File: src/rtl/hfir_pkg.sv
// Shared definitions for the horizontal FIR line sequencer: FSM encoding,
// result tag layout and coefficient register addresses.
package hfir_pkg;

    typedef enum logic [1:0] {
        IDLE = 2'd0,
        DUP  = 2'd1,
        RUN  = 2'd2,
        POST = 2'd3
    } state_t;

    localparam int TAG_W        = 3;
    localparam int TAG_DROP_BIT = 2;
    localparam int TAG_SOF_BIT  = 1;
    localparam int TAG_EOL_BIT  = 0;

    typedef struct packed {
        logic drop;
        logic sof;
        logic eol;
    } tag_t;

    localparam logic [1:0] CFG_ADDR_C00 = 2'd0;
    localparam logic [1:0] CFG_ADDR_C01 = 2'd1;
    localparam logic [1:0] CFG_ADDR_C02 = 2'd2;

    function automatic tag_t make_tag(input logic drop, input logic sof, input logic eol);
        tag_t t;
        t.drop = drop;
        t.sof  = sof;
        t.eol  = eol;
        return t;
    endfunction

endpackage

File: src/rtl/hfir_line_ctrl_if.sv
// Input pixel stream with frame/line markers; the sink may stall via s_ready.
interface hfir_line_ctrl_if #(
    parameter int DATA_WIDTH = 8
);
    logic                  s_valid;
    logic                  s_ready;
    logic [DATA_WIDTH-1:0] s_data;
    logic                  s_sof;
    logic                  s_eol;

    modport master (output s_valid, output s_data, output s_sof, output s_eol, input s_ready);
    modport slave  (input s_valid, input s_data, input s_sof, input s_eol, output s_ready);
endinterface

File: src/rtl/hfir_tag_fifo.sv
// Small synchronous FIFO carrying per-push result tags alongside the filter pipeline.
module hfir_tag_fifo #(
    parameter int WIDTH = 3,
    parameter int DEPTH = 4
) (
    input  logic             clk,
    input  logic             rst_n,
    input  logic             push,
    input  logic [WIDTH-1:0] wdata,
    input  logic             pop,
    output logic [WIDTH-1:0] rdata,
    output logic             full,
    output logic             empty
);
    localparam int AW = $clog2(DEPTH);

    logic [WIDTH-1:0] mem [DEPTH];
    logic [AW:0]      wptr;
    logic [AW:0]      rptr;
    logic             pop_ok;
    logic             push_ok;

    assign empty   = (wptr == rptr);
    assign full    = (wptr[AW] != rptr[AW]) && (wptr[AW-1:0] == rptr[AW-1:0]);
    assign pop_ok  = pop & ~empty;
    // A pop in the same cycle frees the slot, so a full FIFO can still take a push.
    assign push_ok = push & (~full | pop_ok);
    assign rdata   = mem[rptr[AW-1:0]];

    always_ff @(posedge clk or negedge rst_n) begin
        if (!rst_n) begin
            wptr <= '0;
            rptr <= '0;
        end else begin
            if (push_ok) wptr <= wptr + 1'b1;
            if (pop_ok)  rptr <= rptr + 1'b1;
        end
    end

    always_ff @(posedge clk) begin
        if (push_ok) mem[wptr[AW-1:0]] <= wdata;
    end
endmodule

File: src/rtl/hfir_line_ctrl.sv
// Line sequencer for the 3-tap horizontal FIR: edge-pads each line, tags every
// filter push, and re-emits exactly one tagged result per input pixel.
module hfir_line_ctrl
    import hfir_pkg::*;
#(
    parameter int DATA_WIDTH  = 8,
    parameter int COEFF_WIDTH = 14,
    parameter int MAX_W       = 2048,
    parameter int TAG_DEPTH   = 4
) (
    input  logic                          clk,
    input  logic                          rst_n,
    hfir_line_ctrl_if.slave               s,
    input  logic                          cfg_we,
    input  logic [1:0]                    cfg_addr,
    input  logic signed [COEFF_WIDTH-1:0] cfg_wdata,
    output logic signed [COEFF_WIDTH-1:0] coeff00_o,
    output logic signed [COEFF_WIDTH-1:0] coeff01_o,
    output logic signed [COEFF_WIDTH-1:0] coeff02_o,
    output logic                          f_valid,
    output logic [DATA_WIDTH-1:0]         f_data,
    output logic [DATA_WIDTH-1:0]         f_center,
    input  logic                          f_valid_o,
    input  logic [DATA_WIDTH-1:0]         f_data_o,
    output logic                          m_valid,
    output logic [DATA_WIDTH-1:0]         m_data,
    output logic                          m_sof,
    output logic                          m_eol,
    output logic                          busy_o,
    output logic                          err_o
);
    localparam int              CNT_W   = $clog2(MAX_W + 1);
    localparam logic [CNT_W-1:0] CNT_LAST = CNT_W'(MAX_W - 1);

    state_t                        state, state_nxt;
    logic [DATA_WIDTH-1:0]         hold_r;
    logic [CNT_W-1:0]              px_cnt;
    logic                          line_eol;
    logic                          sof_pend;
    logic signed [COEFF_WIDTH-1:0] shadow [3];

    logic                  accept;
    logic                  forced;
    logic                  push;
    logic [DATA_WIDTH-1:0] push_data;
    tag_t                  push_tag;
    tag_t                  pop_tag;
    logic [TAG_W-1:0]      fifo_rdata;
    logic                  fifo_full;
    logic                  fifo_empty;
    logic                  pop_ok;

    always_comb begin
        state_nxt = state;
        s.s_ready = 1'b0;
        accept    = 1'b0;
        forced    = 1'b0;
        push      = 1'b0;
        push_data = hold_r;
        push_tag  = make_tag(1'b0, 1'b0, 1'b0);
        case (state)
            IDLE: begin
                s.s_ready = 1'b1;
                if (s.s_valid) begin
                    accept    = 1'b1;
                    push      = 1'b1;
                    push_data = s.s_data;
                    push_tag  = make_tag(1'b1, 1'b0, 1'b0);
                    state_nxt = DUP;
                end
            end
            DUP: begin
                push      = 1'b1;
                push_tag  = make_tag(1'b1, 1'b0, 1'b0);
                state_nxt = line_eol ? POST : RUN;
            end
            RUN: begin
                s.s_ready = 1'b1;
                if (s.s_valid) begin
                    accept    = 1'b1;
                    push      = 1'b1;
                    push_data = s.s_data;
                    push_tag  = make_tag(1'b0, sof_pend, 1'b0);
                    forced    = ~s.s_eol && (px_cnt == CNT_LAST);
                    if (s.s_eol || (px_cnt == CNT_LAST)) state_nxt = POST;
                end
            end
            POST: begin
                push      = 1'b1;
                push_tag  = make_tag(1'b0, sof_pend, 1'b1);
                state_nxt = IDLE;
            end
            default: state_nxt = IDLE;
        endcase
    end

    hfir_tag_fifo #(.WIDTH(TAG_W), .DEPTH(TAG_DEPTH)) u_tag_fifo (
        .clk   (clk),
        .rst_n (rst_n),
        .push  (push),
        .wdata (push_tag),
        .pop   (f_valid_o),
        .rdata (fifo_rdata),
        .full  (fifo_full),
        .empty (fifo_empty)
    );

    assign pop_tag  = tag_t'(fifo_rdata);
    assign pop_ok   = f_valid_o & ~fifo_empty;
    assign f_center = f_data;
    assign busy_o   = (state != IDLE) | ~fifo_empty;

    always_ff @(posedge clk or negedge rst_n) begin
        if (!rst_n) begin
            state     <= IDLE;
            hold_r    <= '0;
            px_cnt    <= '0;
            line_eol  <= 1'b0;
            sof_pend  <= 1'b0;
            f_valid   <= 1'b0;
            f_data    <= '0;
            m_valid   <= 1'b0;
            m_data    <= '0;
            m_sof     <= 1'b0;
            m_eol     <= 1'b0;
            err_o     <= 1'b0;
            coeff00_o <= '0;
            coeff01_o <= '0;
            coeff02_o <= '0;
            for (int i = 0; i < 3; i++) shadow[i] <= '0;
        end else begin
            state   <= state_nxt;
            f_valid <= push;
            if (push)   f_data <= push_data;
            if (accept) hold_r <= s.s_data;

            if ((state == IDLE) && accept) begin
                px_cnt   <= CNT_W'(1);
                line_eol <= s.s_eol | (MAX_W == 1);
                sof_pend <= s.s_sof;
                // Coefficients only switch at frame start, never mid-frame.
                if (s.s_sof) begin
                    coeff00_o <= shadow[0];
                    coeff01_o <= shadow[1];
                    coeff02_o <= shadow[2];
                end
            end
            if ((state == RUN) && accept) begin
                px_cnt   <= px_cnt + 1'b1;
                sof_pend <= 1'b0;
            end
            if (state == POST) sof_pend <= 1'b0;

            if (cfg_we) begin
                case (cfg_addr)
                    CFG_ADDR_C00: shadow[0] <= cfg_wdata;
                    CFG_ADDR_C01: shadow[1] <= cfg_wdata;
                    CFG_ADDR_C02: shadow[2] <= cfg_wdata;
                    default: ;
                endcase
            end

            if (((state == RUN) && accept && (s.s_sof || forced)) ||
                (f_valid_o && fifo_empty) ||
                (push && fifo_full && !f_valid_o))
                err_o <= 1'b1;

            m_valid <= pop_ok & ~pop_tag.drop;
            m_sof   <= pop_ok & ~pop_tag.drop & pop_tag.sof;
            m_eol   <= pop_ok & ~pop_tag.drop & pop_tag.eol;
            if (f_valid_o) m_data <= f_data_o;
        end
    end
endmodule

File: src/flat_wrapper.sv
// flat-port wrapper written by rule: the top's interface ports become plain ports
module hfir_line_ctrl_flat import hfir_pkg::*;
#(
    parameter int DATA_WIDTH  = 8,
    parameter int COEFF_WIDTH = 14,
    parameter int MAX_W       = 2048,
    parameter int TAG_DEPTH   = 4
)
  (clk, rst_n, cfg_we, cfg_addr, cfg_wdata, coeff00_o, coeff01_o, coeff02_o, f_valid, f_data, f_center, f_valid_o, f_data_o, m_valid, m_data, m_sof, m_eol, busy_o, err_o, s_s_valid, s_s_data, s_s_sof, s_s_eol, s_s_ready);
  hfir_line_ctrl_if #(.DATA_WIDTH(DATA_WIDTH)) s_i ();
  input  logic clk;
  input  logic rst_n;
  input  logic cfg_we;
  input  logic [1:0] cfg_addr;
  input  logic signed [COEFF_WIDTH-1:0] cfg_wdata;
  output logic signed [COEFF_WIDTH-1:0] coeff00_o;
  output logic signed [COEFF_WIDTH-1:0] coeff01_o;
  output logic signed [COEFF_WIDTH-1:0] coeff02_o;
  output logic f_valid;
  output logic [DATA_WIDTH-1:0] f_data;
  output logic [DATA_WIDTH-1:0] f_center;
  input  logic f_valid_o;
  input  logic [DATA_WIDTH-1:0] f_data_o;
  output logic m_valid;
  output logic [DATA_WIDTH-1:0] m_data;
  output logic m_sof;
  output logic m_eol;
  output logic busy_o;
  output logic err_o;
  input wire logic [$bits(s_i.s_valid)-1:0] s_s_valid;
  input wire logic [$bits(s_i.s_data)-1:0] s_s_data;
  input wire logic [$bits(s_i.s_sof)-1:0] s_s_sof;
  input wire logic [$bits(s_i.s_eol)-1:0] s_s_eol;
  output wire logic [$bits(s_i.s_ready)-1:0] s_s_ready;
  assign s_i.s_valid = s_s_valid;
  assign s_i.s_data = s_s_data;
  assign s_i.s_sof = s_s_sof;
  assign s_i.s_eol = s_s_eol;
  assign s_s_ready = s_i.s_ready;
  hfir_line_ctrl #(.DATA_WIDTH(DATA_WIDTH), .COEFF_WIDTH(COEFF_WIDTH), .MAX_W(MAX_W), .TAG_DEPTH(TAG_DEPTH)) u_core (.clk(clk), .rst_n(rst_n), .s(s_i), .cfg_we(cfg_we), .cfg_addr(cfg_addr), .cfg_wdata(cfg_wdata), .coeff00_o(coeff00_o), .coeff01_o(coeff01_o), .coeff02_o(coeff02_o), .f_valid(f_valid), .f_data(f_data), .f_center(f_center), .f_valid_o(f_valid_o), .f_data_o(f_data_o), .m_valid(m_valid), .m_data(m_data), .m_sof(m_sof), .m_eol(m_eol), .busy_o(busy_o), .err_o(err_o));
endmodule
File: config.mk
export PLATFORM = sky130hd
export DESIGN_NAME = hfir_line_ctrl_flat
export DESIGN_NICKNAME = d
export VERILOG_FILES = /design/src/rtl/hfir_pkg.sv /design/src/rtl/hfir_line_ctrl_if.sv /design/src/rtl/hfir_tag_fifo.sv /design/src/rtl/hfir_line_ctrl.sv /design/src/flat_wrapper.sv
export SDC_FILE = /design/constraint.sdc
export NUM_CORES = 1
export LEC_CHECK = 0
export ABC_CLOCK_PERIOD_IN_PS = 2250
export CORE_ASPECT_RATIO = 0.6
export CORE_UTILIZATION = 47
export DETAILED_ROUTE_END_ITERATION = 12
export GPL_TIMING_DRIVEN = 0
export PLACE_DENSITY_LB_ADDON = 0.1
export SLEW_MARGIN = 20
export SYNTH_ARGS = -nofsm -noshare
export SYNTH_HDL_FRONTEND = slang
export SYNTH_SLANG_ARGS = --single-unit
File: constraint.sdc
create_clock -name clk -period 2.25 [get_ports clk]
set_input_delay 0.45 -clock clk [delete_from_list [all_inputs] [get_ports clk]]
set_output_delay 0.45 -clock clk [all_outputs]
set_load 0.02 [all_outputs]
; ---- Word-level counts from Yosys, hierarchy flattened
; Memory sizes are Yosys's and may differ from the RTL's.
; Index checks and enable logic that the tools add are counted.
[classes]
add_sub_neg = 3
n_mul = 0
n_div = 0
order_cmp = 0
eq_ne = 12
n_shift = 0
mux = 23
n_bitwise = 11
reduce_logical = 25
[ops]
columns = operator, count
row1 = $mux 12, 2
row2 = $mux 8, 2
row3 = $add 12x1->12 const B, 1
row4 = $eq 12x11->1 const B, 1
row5 = $pmux 3 s4, 1
row6 = $mux 1, 11
row7 = $logic_and 1x1->1, 8
row8 = $mux 2, 4
row9 = $pmux 2 s4, 1
row10 = $reduce_and 2->1, 4
row11 = $add 3x1->3 const B, 2
row12 = $eq 2x2->1 const B, 3
row13 = $and 1x1->1, 5
row14 = $eq 2x1->1 const B, 2
row15 = $logic_not 2->1, 2
row16 = $logic_or 1x1->1, 4
row17 = $ne 2x2->1 const B, 2
row18 = $not 1->1, 4
row19 = $reduce_bool 2->1, 2
row20 = $reduce_or 2->1, 2
row21 = $eq 3x3->1, 1
row22 = $mux 3, 1
row23 = $reduce_and 3->1, 1
row24 = $reduce_bool 3->1, 1
row25 = other kinds (6), 7
[word_totals]
register_bits = 135
latch_bits = 0
ram_bits = 12
rom_bits = 0
in_bits = 39
out_inout_bits = 73
elab_cells = 95
n_memories = 1
[memory_table]
columns = name, words, word_bits, rd, rd_ports_with_merged_regs, write_ports, line_no
row1 = u_core.u_tag_fifo.mem, 4, 3, 1, 0, 1, hfir_tag_fifo.sv:17  ; logic [WIDTH-1:0] mem [DEPTH];

; ---- Logic depth before layout (Yosys ltp)
; Gate-level depths: netlist of the first run.
[logic_depth]
word_depth = 8
depth_mapped = 8
ltp_nobuf = 7

; ---- Modules after synthesis
; A second synthesis of the first run with hierarchy kept.
[hier_totals]
hier_cells = 419
area_unflattened_um2 = 6105.9
[modules_own_cells]
columns = mod, n_inst, cells_each, area_per_inst_um2
row1 = hfir_line_ctrl, 1, 357, 5225.0
row2 = hfir_tag_fifo, 1, 62, 880.8

; ---- Worst setup path after synthesis of the first run
; Ideal clock, no wire load.
[synth_path]
path_kind = reg-to-reg
start = reg u_core.state[0]
end = reg u_core.state[1]
arrival_time_ps = 1757
t_required_ps = 2125
slack_ps = 368
path_stages_with_launch = 7
cell_sequence = dfrtp_1 > inv_1 > ha_1 > buf_2 > or2_2 > a22o_1 > mux2_4
[synth_via]
elab_chain_cells = 3
word_cells_on_any_way = 9
classes_between = 6 x eq/ne / 1 x mux / 2 x reduce/logical
[synth_rtl]
columns = item, line_no
row1 = "start, declared", hfir_line_ctrl.sv:35  ; state_t state, state_nxt;
row2 = "start signal, assigned", hfir_line_ctrl.sv:132  ; state <= state_nxt;
row3 = $eq 2x2->1 / $logic_not 2->1 (equally long branches), hfir_line_ctrl.sv:61  ; case (state)
row4 = $ne 2x1->1 (no line) / $ne 2x2->1 (equally long branches), -
row5 = $reduce_and 3->1 (no line), -
; Parallel ways exist; a longest one is shown, timed or not.
; A chain may end at the register's enable or synchronous reset.

; ---- Final worst setup path of the first run
[layout_path]
start = reg u_core.state[0]
end = out s_s_ready
[layout_via]
elab_chain_cells = 3
word_cells_on_any_way = 4
classes_between = 1 x eq/ne / 1 x mux / 2 x reduce/logical
[layout_rtl]
columns = item, line_no
row1 = $eq 2x2->1 / $logic_not 2->1 (equally long branches), hfir_line_ctrl.sv:61
row2 = $reduce_or 2->1 (no line) (*), -
row3 = $mux 1 (*), hfir_line_ctrl.sv:61
row4 = "end, declared", flat_wrapper.sv:34  ; output wire logic [$bits(s_i.s_ready)-1:0] s_s_ready;
; Every way passes the cells marked *; elsewhere a longest branch is shown, timed or not.

==> results_dict.tcl, run 1 <==
set metrics [dict create \
    status "completed" \
    fin_ws_ns 0.06799 \
    rsz0062_at_grt "false" \
    leakagePower_nw 3.472 \
    p_switching_mw 3.694 \
    min_period_over_period_pct 96.98 \
    start_util_pct 49.10 \
    clock_path_buffers 2 \
    clock-root-buffer "clkbuf_16" \
    place_ws_ns -0.03881 \
    cap_viol_max_count 0 \
    yosys.area_share.simple_pct 6.694 \
    rr_endpoint "u_core.u_tag_fifo.mem[0][1]" \
    grt_pass1_vias 3739 \
    finalHoldViolations 0 \
    drt-total-wl_mm 12.09 \
    drcViolationCount 0 \
    timing.fmax_mhz 458.3 \
    min-delay-start "s_s_valid" \
    synth-compound-area-share_pct 3.638 \
    synthMuxAreaShare_pct 20.96 \
    min_path_type "in2reg" \
    clock_power_share_pct 25.1 \
    setup_viol 0 \
    min_path_cells 4 \
    dr.pass1.iters 5 \
    vdd_ir_drop_max_mv 0.9858 \
    die_h_um 89.65 \
    die_area_um2 13280 \
    place.gp.congestion 0.8298 \
    insertedDiodeCount 0 \
    ant_nets 0 \
    synthAdderAreaFrac_pct 2.079 \
    comb_power_share_pct 37.9 \
    critical_path_arrival_ns 1.73 \
    intPower_mw 7.602 \
    cts_tree "built" \
    final_util_pct 65.14 \
    drive_gt1_share_pct 31.32 \
    clock_latency_ns 0.41 \
    drt-initial-drc-count 127 \
    synth-main-ff-cell "dfrtp_1" \
    design.core.area_um2 12260 \
    synthCells 418 \
    synth_area_um2 6018 \
    holdPathEnd "u_core.sof_pend" \
    vias 3649 \
    nFillCells 936 \
    grt_overflow_total 0 \
    worst_setup_path_start_kind "flip-flop" \
    avgSynthCellArea_um2 14.40 \
    layout_min_cycle_time_ns 2.182 \
    synth_top_family_by_area "multiplexers" \
    reg2regPathDepth 6 \
    die_w_um 148.1 \
    routedWlPerCell_um 16.63 \
    synth_edf_count 12 \
    switching_share_pct 32.70 \
    grt_usage_pct 19.46 \
    dp_hpwl_mm 8.226 \
    grt_pass1_wl_mm 19.27 \
    yosys_warnings 0 \
    crit_required_ns 1.80 \
    num_rows 31 \
    grt_max_degree 103 \
    slew_headroom_pct 61.21 \
    crit_type "reg2out" \
    clk_pin_slew_ns 0.06 \
    path_max_fanout 9 \
    ff_latch_area_um2 3741 \
    multi_input_area_um2 2110 \
    portBuffers 109 \
    synth_cell_types 47 \
    cts.sinks 147 \
    antenna_found_initial 0 \
    syn_to_final_growth_pct 32.66 \
    async_flop_share_pct 91.84 \
    fin_nets 598 \
    cts.htree.levels 4 \
    ys_seq_elements 147 \
    seq_power_share_pct 37.0 \
    synthesis.nets 467 \
    r2r_start "u_core.state[0]" \
    fin_area_um2 7984 \
    yosysSeqAreaShare_pct 62.12 \
    via_per_inst 5.019 \
    numCtsBuffers 17 \
    skew_ns 0.009502 \
    power_density_nw_per_um2 1415 \
    worstMarginPinSlew_ns 0.5800 \
    worstSetupEndpointType "output port" \
    slew_violations 0 \
    synth-xor-area-share_pct 1.289 \
    dpl_cell_area_um2 7348 \
    ios 112 \
    r2r_slack_ns 0.20 \
]
==> layout make-up <==
type,count,area share (%)
tap,165,2.586
sequential,147,46.86
buffer,23,1.912
inverter,11,0.5485
clock buffer,22,5.940
timing repair buffer,112,14.21
clock inverter,10,1.520
multi-input combinational,237,26.42
==> metal layers <==
metal | track usage [%] | up-vias | routed length (um)
li1 | - | 1722 | -
met4 | 7.310 | 0 | 106
met3 | 6.616 | 12 | 734
met2 | 28.47 | 79 | 5257
met5 | 0 | - | 0
met1 | 27.08 | 1836 | 5993
==> worst max path at each step <==
stage,startpoint,cells after the start,to
6_report,u_core.state[0],5,s_s_ready
5_1_grt,u_core.state[0],6,u_core.u_tag_fifo.mem[2][1]
4_1_cts,u_core.state[0],5,s_s_ready
3_5_place_dp,u_core.state[0],6,u_core.u_tag_fifo.mem[0][1]
3_3_place_gp,rst_n,1,u_core.coeff00_o[4]
2_1_floorplan,u_core.state[0],6,u_core.state[1]
==> registers in the layout, summed over array words and instances (netlist names), 2 cells and up <==
register	cells
u_core.shadow	42
u_core.coeff00_o	14
u_core.coeff01_o	14
u_core.coeff02_o	14
u_core.px_cnt	12
u_core.u_tag_fifo.mem	12
u_core.f_center	8
u_core.hold_r	8
u_core.m_data	8
u_core.u_tag_fifo.rptr	3
u_core.u_tag_fifo.wptr	3
u_core.state	2
==> through the flow <==
| stage | setup TNS, ns | hold slack [ns] | power, mW | instances |
|---|---|---|---|---|
| 2_1_floorplan | 0 | 0.1544 | 6.645 | 418 |
| 4_1_cts | 0 | 0.4083 | 11.35 | 726 |
| 3_5_place_dp | -0.1551 | 0.3360 | 8.469 | 693 |
| 6_report | 0 | 0.4238 | 11.30 | 727 |
| 3_3_place_gp | -615.30 | 0.4566 | 8.325 | 692 |
| 5_1_grt | 0 | 0.4405 | 11.93 | 727 |
==> placed cells by master, fill, tap and decap left out, types with 3 or more instances in the layout <==
cell type | netlist | final
and2_1 | 5 | 5
clkbuf_1 | 1 | 3
buf_2 | 9 | 9
buf_4 | 12 | 14
inv_1 | 10 | 10
xnor2_1 | 4 | 3
clkbuf_8 | 0 | 3
nor3_1 | 3 | 3
mux2_2 | 102 | 102
clkbuf_16 | 0 | 17
ha_1 | 10 | 10
xor2_1 | 3 | 3
a21oi_1 | 5 | 5
dfrtp_1 | 135 | 133
o21ai_0 | 13 | 13
clkdlybuf4s50_1 | 0 | 106
mux4_2 | 3 | 3
clkinvlp_4 | 0 | 3
nand3_1 | 8 | 8
nand2_1 | 14 | 14
inv_4 | 1 | 3
nor2b_1 | 3 | 3
edfxtp_1 | 12 | 12
nor2_1 | 28 | 28
mux2i_1 | 3 | 3
==> what timing repair did <==
item                       CTS  global route
buffers inserted             0             1
hold endpoints to repair    33             0
setup endpoints to repair    6             6
hold buffers                 1             0
pin swaps                    0             0
gates resized for setup      7             5
gates cloned                 0             0
==> kinds of logic (layout without fill, tap and decap cells) <==
family | Yosys count | after routing
compound gates | 33 | 33
xor+xnor | 8 | 8
fa+ha+maj | 10 | 10
buf+inv | 34 | 178
flops | 147 | 147
mux | 109 | 109
simple gates | 77 | 77
==> power by group through the flow <==
stage	Sequential, mW	Combinational (mW)	Clock [mW]
floorplan	4.72	1.92	0
global placement	4.17	4.15	0
detailed placement	4.22	4.25	0
CTS	4.19	4.27	2.89
global route	4.30	4.63	3.00
finish	4.18	4.28	2.83
==> critical path, stage by stage (launching register included) <==
cell and delay [ns]:
dfrtp_2 0.40, inv_1 0.08, ha_1 0.20, buf_4 0.17, or2_2 0.32, buf_2 0.17
==> Yosys cell counts (2+ instances only) <==
library cell,n,area share (%)
dfrtp_1,135,56
mux2i_1,3,0.50
nand3_1,8,0.67
nand3b_1,2,0.25
ha_1,10,2.1
mux4_2,3,1.1
xnor2_1,4,0.58
a21oi_1,5,0.42
buf_2,9,0.75
nor2_1,28,1.7
nand4_1,2,0.21
o21ai_0,13,1.1
nand2_1,14,0.87
a31oi_1,2,0.21
or2_2,2,0.21
buf_4,12,1.5
edfxtp_1,12,6.0
nor3_1,3,0.25
and2_1,5,0.52
inv_1,10,0.62
nand2b_1,2,0.21
a22o_1,2,0.29
and3_1,2,0.21
nor2b_1,3,0.31
mux2_2,102,19
xor2_1,3,0.44
o31ai_1,2,0.25
Note: power is estimated with default switching activity, not from simulation.
==> inputs of run 2 (changes only) <==
ABC_CLOCK_PERIOD_IN_PS = 2170   (was 2250)
CAP_MARGIN = 0   (was default)
clock period = 2.17 ns   (was 2.25 ns; I/O delays follow)
==> results_dict.tcl, run 2 (synthesis results as in run 1) <==
set metrics [dict create \
    layout_commonest_cell "dfrtp_1" \
    place.gp.congestion 0.8298 \
    cts.sinks 147 \
    ant_nets 0 \
    place_ws_ns -0.1188 \
    skew_ns 0.009494 \
    cap_viol_max_count 0 \
    die_area_um2 13280 \
    crit_required_ns 1.74 \
    fin_tns_setup_ns 0 \
    comb_power_share_pct 38.5 \
    min_period_over_period_pct 98.26 \
    critical_path_arrival_ns 1.70 \
    slew_headroom_pct 62.70 \
    grt_pass1_wl_mm 19.56 \
    drt-total-wl_mm 12.21 \
    vdd_ir_drop_max_mv 1.022 \
    rr_endpoint "u_core.u_tag_fifo.mem[3][0]" \
    grt_util_met1_pct 27.46 \
    clk_pin_slew_ns 0.06 \
    fin_cells 730 \
    clock-root-buffer "clkbuf_16" \
    min_path_cells 4 \
    clock_latency_ns 0.41 \
    rsz0062_at_grt "true" \
    dr.pass1.iters 4 \
    cts.htree.levels 4 \
    intPower_mw 7.948 \
    layout_min_cycle_time_ns 2.132 \
    start_util_pct 49.10 \
    clock_path_buffers 2 \
    top_register "u_core.shadow" \
    num_rows 31 \
    nFillCells 928 \
    power_density_nw_per_um2 1472 \
    holdPathEnd "u_core.sof_pend" \
    drt-initial-drc-count 123 \
    path_max_fanout 9 \
    reg2regPathDepth 7 \
    grtUsageMet2_pct 29.02 \
    grt_overflow_total 0 \
    dp_hpwl_mm 8.226 \
    largest_register_ffs 42 \
    die_w_um 148.1 \
    r2r_slack_ns 0.15 \
    dp_cells 693 \
    min-delay-start "s_s_valid" \
    p_switching_mw 3.866 \
    final_util_pct 65.50 \
    leakagePower_nw 3.495 \
    status "completed" \
    vias 3676 \
    clock_power_share_pct 24.9 \
    timing.fmax_mhz 469.0 \
    worstSetupEndpointType "output port" \
    worst_setup_path_start_kind "flip-flop" \
    insertedDiodeCount 0 \
    drive_gt1_share_pct 32.04 \
    grt_usage_pct 19.76 \
    top_usage_layer "met2" \
    design.core.area_um2 12260 \
    numCtsBuffers 17 \
    fin_ws_ns 0.03780 \
    finalHoldViolations 0 \
    crit_type "reg2out" \
    die_h_um 89.65 \
    grt_max_degree 103 \
    seq_power_share_pct 36.6 \
    final_cell_mix "dfrtp_1, clkdlybuf4s50_1, mux2_2" \
    routedWlPerCell_um 16.73 \
    met3_usage_pct 6.616 \
    fin_nets 601 \
    worstMarginPinSlew_ns 0.5536 \
    switching_share_pct 32.72 \
    min_path_type "in2reg" \
    syn_to_final_growth_pct 33.39 \
    cts_tree "built" \
    ios 112 \
    antenna_found_initial 0 \
    setup_viol 0 \
    r2r_start "u_core.state[1]" \
    holdWs_ns 0.4055 \
    via_per_inst 5.036 \
    portBuffers 109 \
    slew_violations 0 \
    drcViolationCount 0 \
    grt_pass1_vias 3782 \
]
-- run 2: per-stage QoR --
stage / area (um^2) / power, mW
after floorplan: 6018 / 6.890
after global placement: 7316 / 8.632
after detailed placement: 7348 / 8.781
after CTS: 8011 / 11.88
after global routing: 8028 / 12.47
final: 8028 / 11.81
-- run 2: cell type report --
class	count	area, um^2	area share (%)
multi-input cells	237	2115	26.34
clock inverters	10	121.4	1.512
clock buffers	22	474.2	5.907
flip-flops and latches	147	3740	46.59
well taps	165	206.4	2.572
repair buffers	116	1179	14.68
inverters	11	43.79	0.5455
plain buffers	22	148.9	1.855
-- run 2: worst max-delay path by stage --
stage                                        to  cells past startpoint  slack [ns]       startpoint
floorplan                       u_core.state[1]                      6        0.29  u_core.state[0]
global placement            u_core.coeff00_o[4]                      1       -4.64            rst_n
detailed placement  u_core.u_tag_fifo.mem[0][1]                      6       -0.12  u_core.state[0]
CTS                                      busy_o                      5        0.01  u_core.state[0]
global route                          s_s_ready                      5       -0.02  u_core.state[0]
finish                                s_s_ready                      5        0.04  u_core.state[0]
-- run 2: critical path, cell delays in order, from the launching register on --
cell and delay, ns:
dfrtp_2 0.37, inv_1 0.08, ha_1 0.20, buf_4 0.17, or2_2 0.32, buf_2 0.17
-- run 2: timing repair --
| action | CTS | global route |
|---|---|---|
| pin swaps | 1 | 0 |
| buffers inserted | 5 | 0 |
| setup endpoints to repair | 7 | 14 |
| gates resized for setup | 8 | 6 |
| hold endpoints to repair | 33 | 0 |
| gates cloned | 0 | 0 |
| hold buffers | 1 | 0 |
-- run 2: metal layers --
| metal | vias to the layer above | part of all wire (%) |
|---|---|---|
| li1 | 1726 | - |
| met1 | 1865 | 49 |
| met2 | 76 | 43 |
| met3 | 9 | 6.2 |
| met4 | 0 | 0.85 |
| met5 | - | 0 |
-- run 2: power groups by stage --
| stage | clock (mW) | sequential, mW | combinational [mW] |
|---|---|---|---|
| after floorplan | 0 | 4.90 | 1.99 |
| after global placement | 0 | 4.33 | 4.30 |
| after detailed placement | 0 | 4.37 | 4.41 |
| after CTS | 3.00 | 4.32 | 4.56 |
| after global routing | 3.11 | 4.44 | 4.92 |
| final | 2.94 | 4.32 | 4.55 |
==> patch: new RTL, settings of run 1 <==
Re-encode `state_t` (4 states) as one-hot, 4 bits wide.
--- a/src/rtl/hfir_pkg.sv
+++ b/src/rtl/hfir_pkg.sv
@@ -2,11 +2,11 @@
 // result tag layout and coefficient register addresses.
 package hfir_pkg;
 
-    typedef enum logic [1:0] {
-        IDLE = 2'd0,
-        DUP  = 2'd1,
-        RUN  = 2'd2,
-        POST = 2'd3
+    typedef enum logic [3:0] {
+        IDLE = 4'b0001,
+        DUP  = 4'b0010,
+        RUN  = 4'b0100,
+        POST = 4'b1000
     } state_t;
 
     localparam int TAG_W        = 3;
Function: no difference found for any inputs over 4 cycles, from zero or initial values and one cycle with rst_n low; so few cycles prove little.
==> patch against run 1 <==
Total power grew 2.3%; global-route usage grew 0.46 points; worst setup slack gained 0.037 ns; sequential cell count grew 2; routed wire length grew 2.9%; synthesized area grew 2.0%; clock skew shrank 0.0026 ns; final area grew 2.2%; utilization grew 0.83 points.
==> patch: results (changes against run 1) <==
<table>
<tr><th>Metric</th><th>Value</th></tr>
<tr><th colspan="2">Drt</th></tr>
<tr><td>Via count</td><td>3,722 (+2.0%)</td></tr>
<tr><td>Wire length per cell after detailed routing</td><td>17.4 um (+4.4%)</td></tr>
<tr><th colspan="2">Min path</th></tr>
<tr><td>Worst Hold Endpoint</td><td>u_core.state[1]</td></tr>
<tr><th colspan="2">Layout</th></tr>
<tr><td>Count of multi-input gates</td><td>227 (-4.2%)</td></tr>
<tr><td>Seq area share</td><td>46.4% (-0.41 points)</td></tr>
<tr><td>CLK BUF</td><td>21 (-4.5%)</td></tr>
<tr><td>Sequential cells</td><td>149 (+1.4%)</td></tr>
<tr><td>Share of the final layout cell area in multi-input gates</td><td>26.7% (+0.23 points)</td></tr>
<tr><td>Logic inverters</td><td>7 (-4)</td></tr>
<tr><td>Final net count</td><td>584 (-2.3%)</td></tr>
<tr><td>Share of post-route cells with drive strength above 1</td><td>33.9% (+2.6 points)</td></tr>
<tr><td>Clock-cell share of area</td><td>8.08% (+0.62 points)</td></tr>
<tr><td>Layout buffering overhead excluding clock cells</td><td>16.0% (-0.15 points)</td></tr>
<tr><th colspan="2">Worst setup path</th></tr>
<tr><td>Startpoint of the lowest-slack register-to-register path</td><td>u_core.state[0]</td></tr>
<tr><td>Capture instance of the worst register-to-register path</td><td>u_core.f_center[6]</td></tr>
<tr><td>Critical path's largest stage delay</td><td>0.52 ns (+0.12 ns)</td></tr>
<tr><th colspan="2">Timing</th></tr>
<tr><td>Min Hold Slack</td><td>0.428 ns (+0.00455 ns)</td></tr>
<tr><td>Clock Skews</td><td>0.00691 ns (-0.00259 ns)</td></tr>
<tr><th colspan="2">GRT</th></tr>
<tr><td>First-pass GRT wire length</td><td>20.2 mm (+5.0%)</td></tr>
<tr><td>Overall track demand over capacity in global routing</td><td>19.9% (+0.46 points)</td></tr>
<tr><td>Largest net degree at the start of global routing</td><td>82 (-20%)</td></tr>
<tr><td>Via count of the first global-routing pass</td><td>3,845 (+2.8%)</td></tr>
<tr><th colspan="2">Power and ir drop</th></tr>
<tr><td>Switching Power</td><td>3640 uW (-1.4%)</td></tr>
<tr><th colspan="2">Placed design</th></tr>
<tr><td># port buffers</td><td>110 (+0.92%)</td></tr>
<tr><td>Worst slack, placed</td><td>-0.288 ns (-0.250 ns)</td></tr>
<tr><td>Routability congestion estimate</td><td>0.752 (-9.4%)</td></tr>
<tr><th colspan="2">Logic synthesis</th></tr>
<tr><td>Post-synthesis cell type count</td><td>61 (+30%)</td></tr>
<tr><td>Async SR Flop Fraction</td><td>91.9% (+0.11 points)</td></tr>
<tr><td>Cells taking the most area after synthesis</td><td>dfrtp_1 55%, mux2_2 19%, edfxtp_1 5.9%</td></tr>
<tr><th colspan="2">Outcome</th></tr>
<tr><td>Result of the run</td><td>complete, no violations</td></tr>
</table>
## patch: per-stage QoR
stage                     setup TNS [ns]  area (um2)
final                                  0        8160
after global routing                   0        8160
after CTS                              0        8150
after detailed placement           -4.24        7480
after global placement           -626.55        7440
after floorplan                        0        6140
## patch: cell families after synthesis
group           count (synthesis)  synth area share, %
compound gates                 30                 3.71
flops                         149                 61.8
fa+ha+maj                       6                 1.22
mux                           117                 22.0
simple gates                   65                 6.85
xor+xnor                        9                 1.41
buf+inv                        32                 3.10
## patch: worst reg2reg max path, stage by stage (launching register included)
cell and delay (ns):
dfstp_2 0.52, buf_6 0.16, xnor2_2 0.11, nor3b_2 0.35
buf_4 0.26, mux2_2 0.36, mux2_2 0.27
## patch: repair_timing
action                     CTS  global route
resized for setup            3             6
pin swaps                    0             0
hold buffers                 1             0
hold endpoints to repair    55             0
gates cloned                 0             0
setup endpoints to repair    2            10
## patch: layer usage
layer / up-vias / track usage, % / part of all wire [%]
met5: - / 0 / 0
met4: 0 / 6.89 / 1.0
met3: 15 / 6.36 / 6.1
met2: 91 / 29.1 / 44
met1: 1901 / 27.9 / 48
li1: 1715 / - / -
## patch: worst max path at each step
stage	endpoint	slack [ns]	startpoint
global route	u_core.f_center[6]	0.001	u_core.state[0]
CTS	busy_o	0.01	u_core.u_tag_fifo.rptr[0]
floorplan	u_core.f_center[3]	0.30	s_s_valid
finish	u_core.f_center[6]	0.11	u_core.state[0]
detailed placement	u_core.shadow[35]	-0.29	cfg_we
global placement	u_core.coeff02_o[7]	-4.57	rst_n
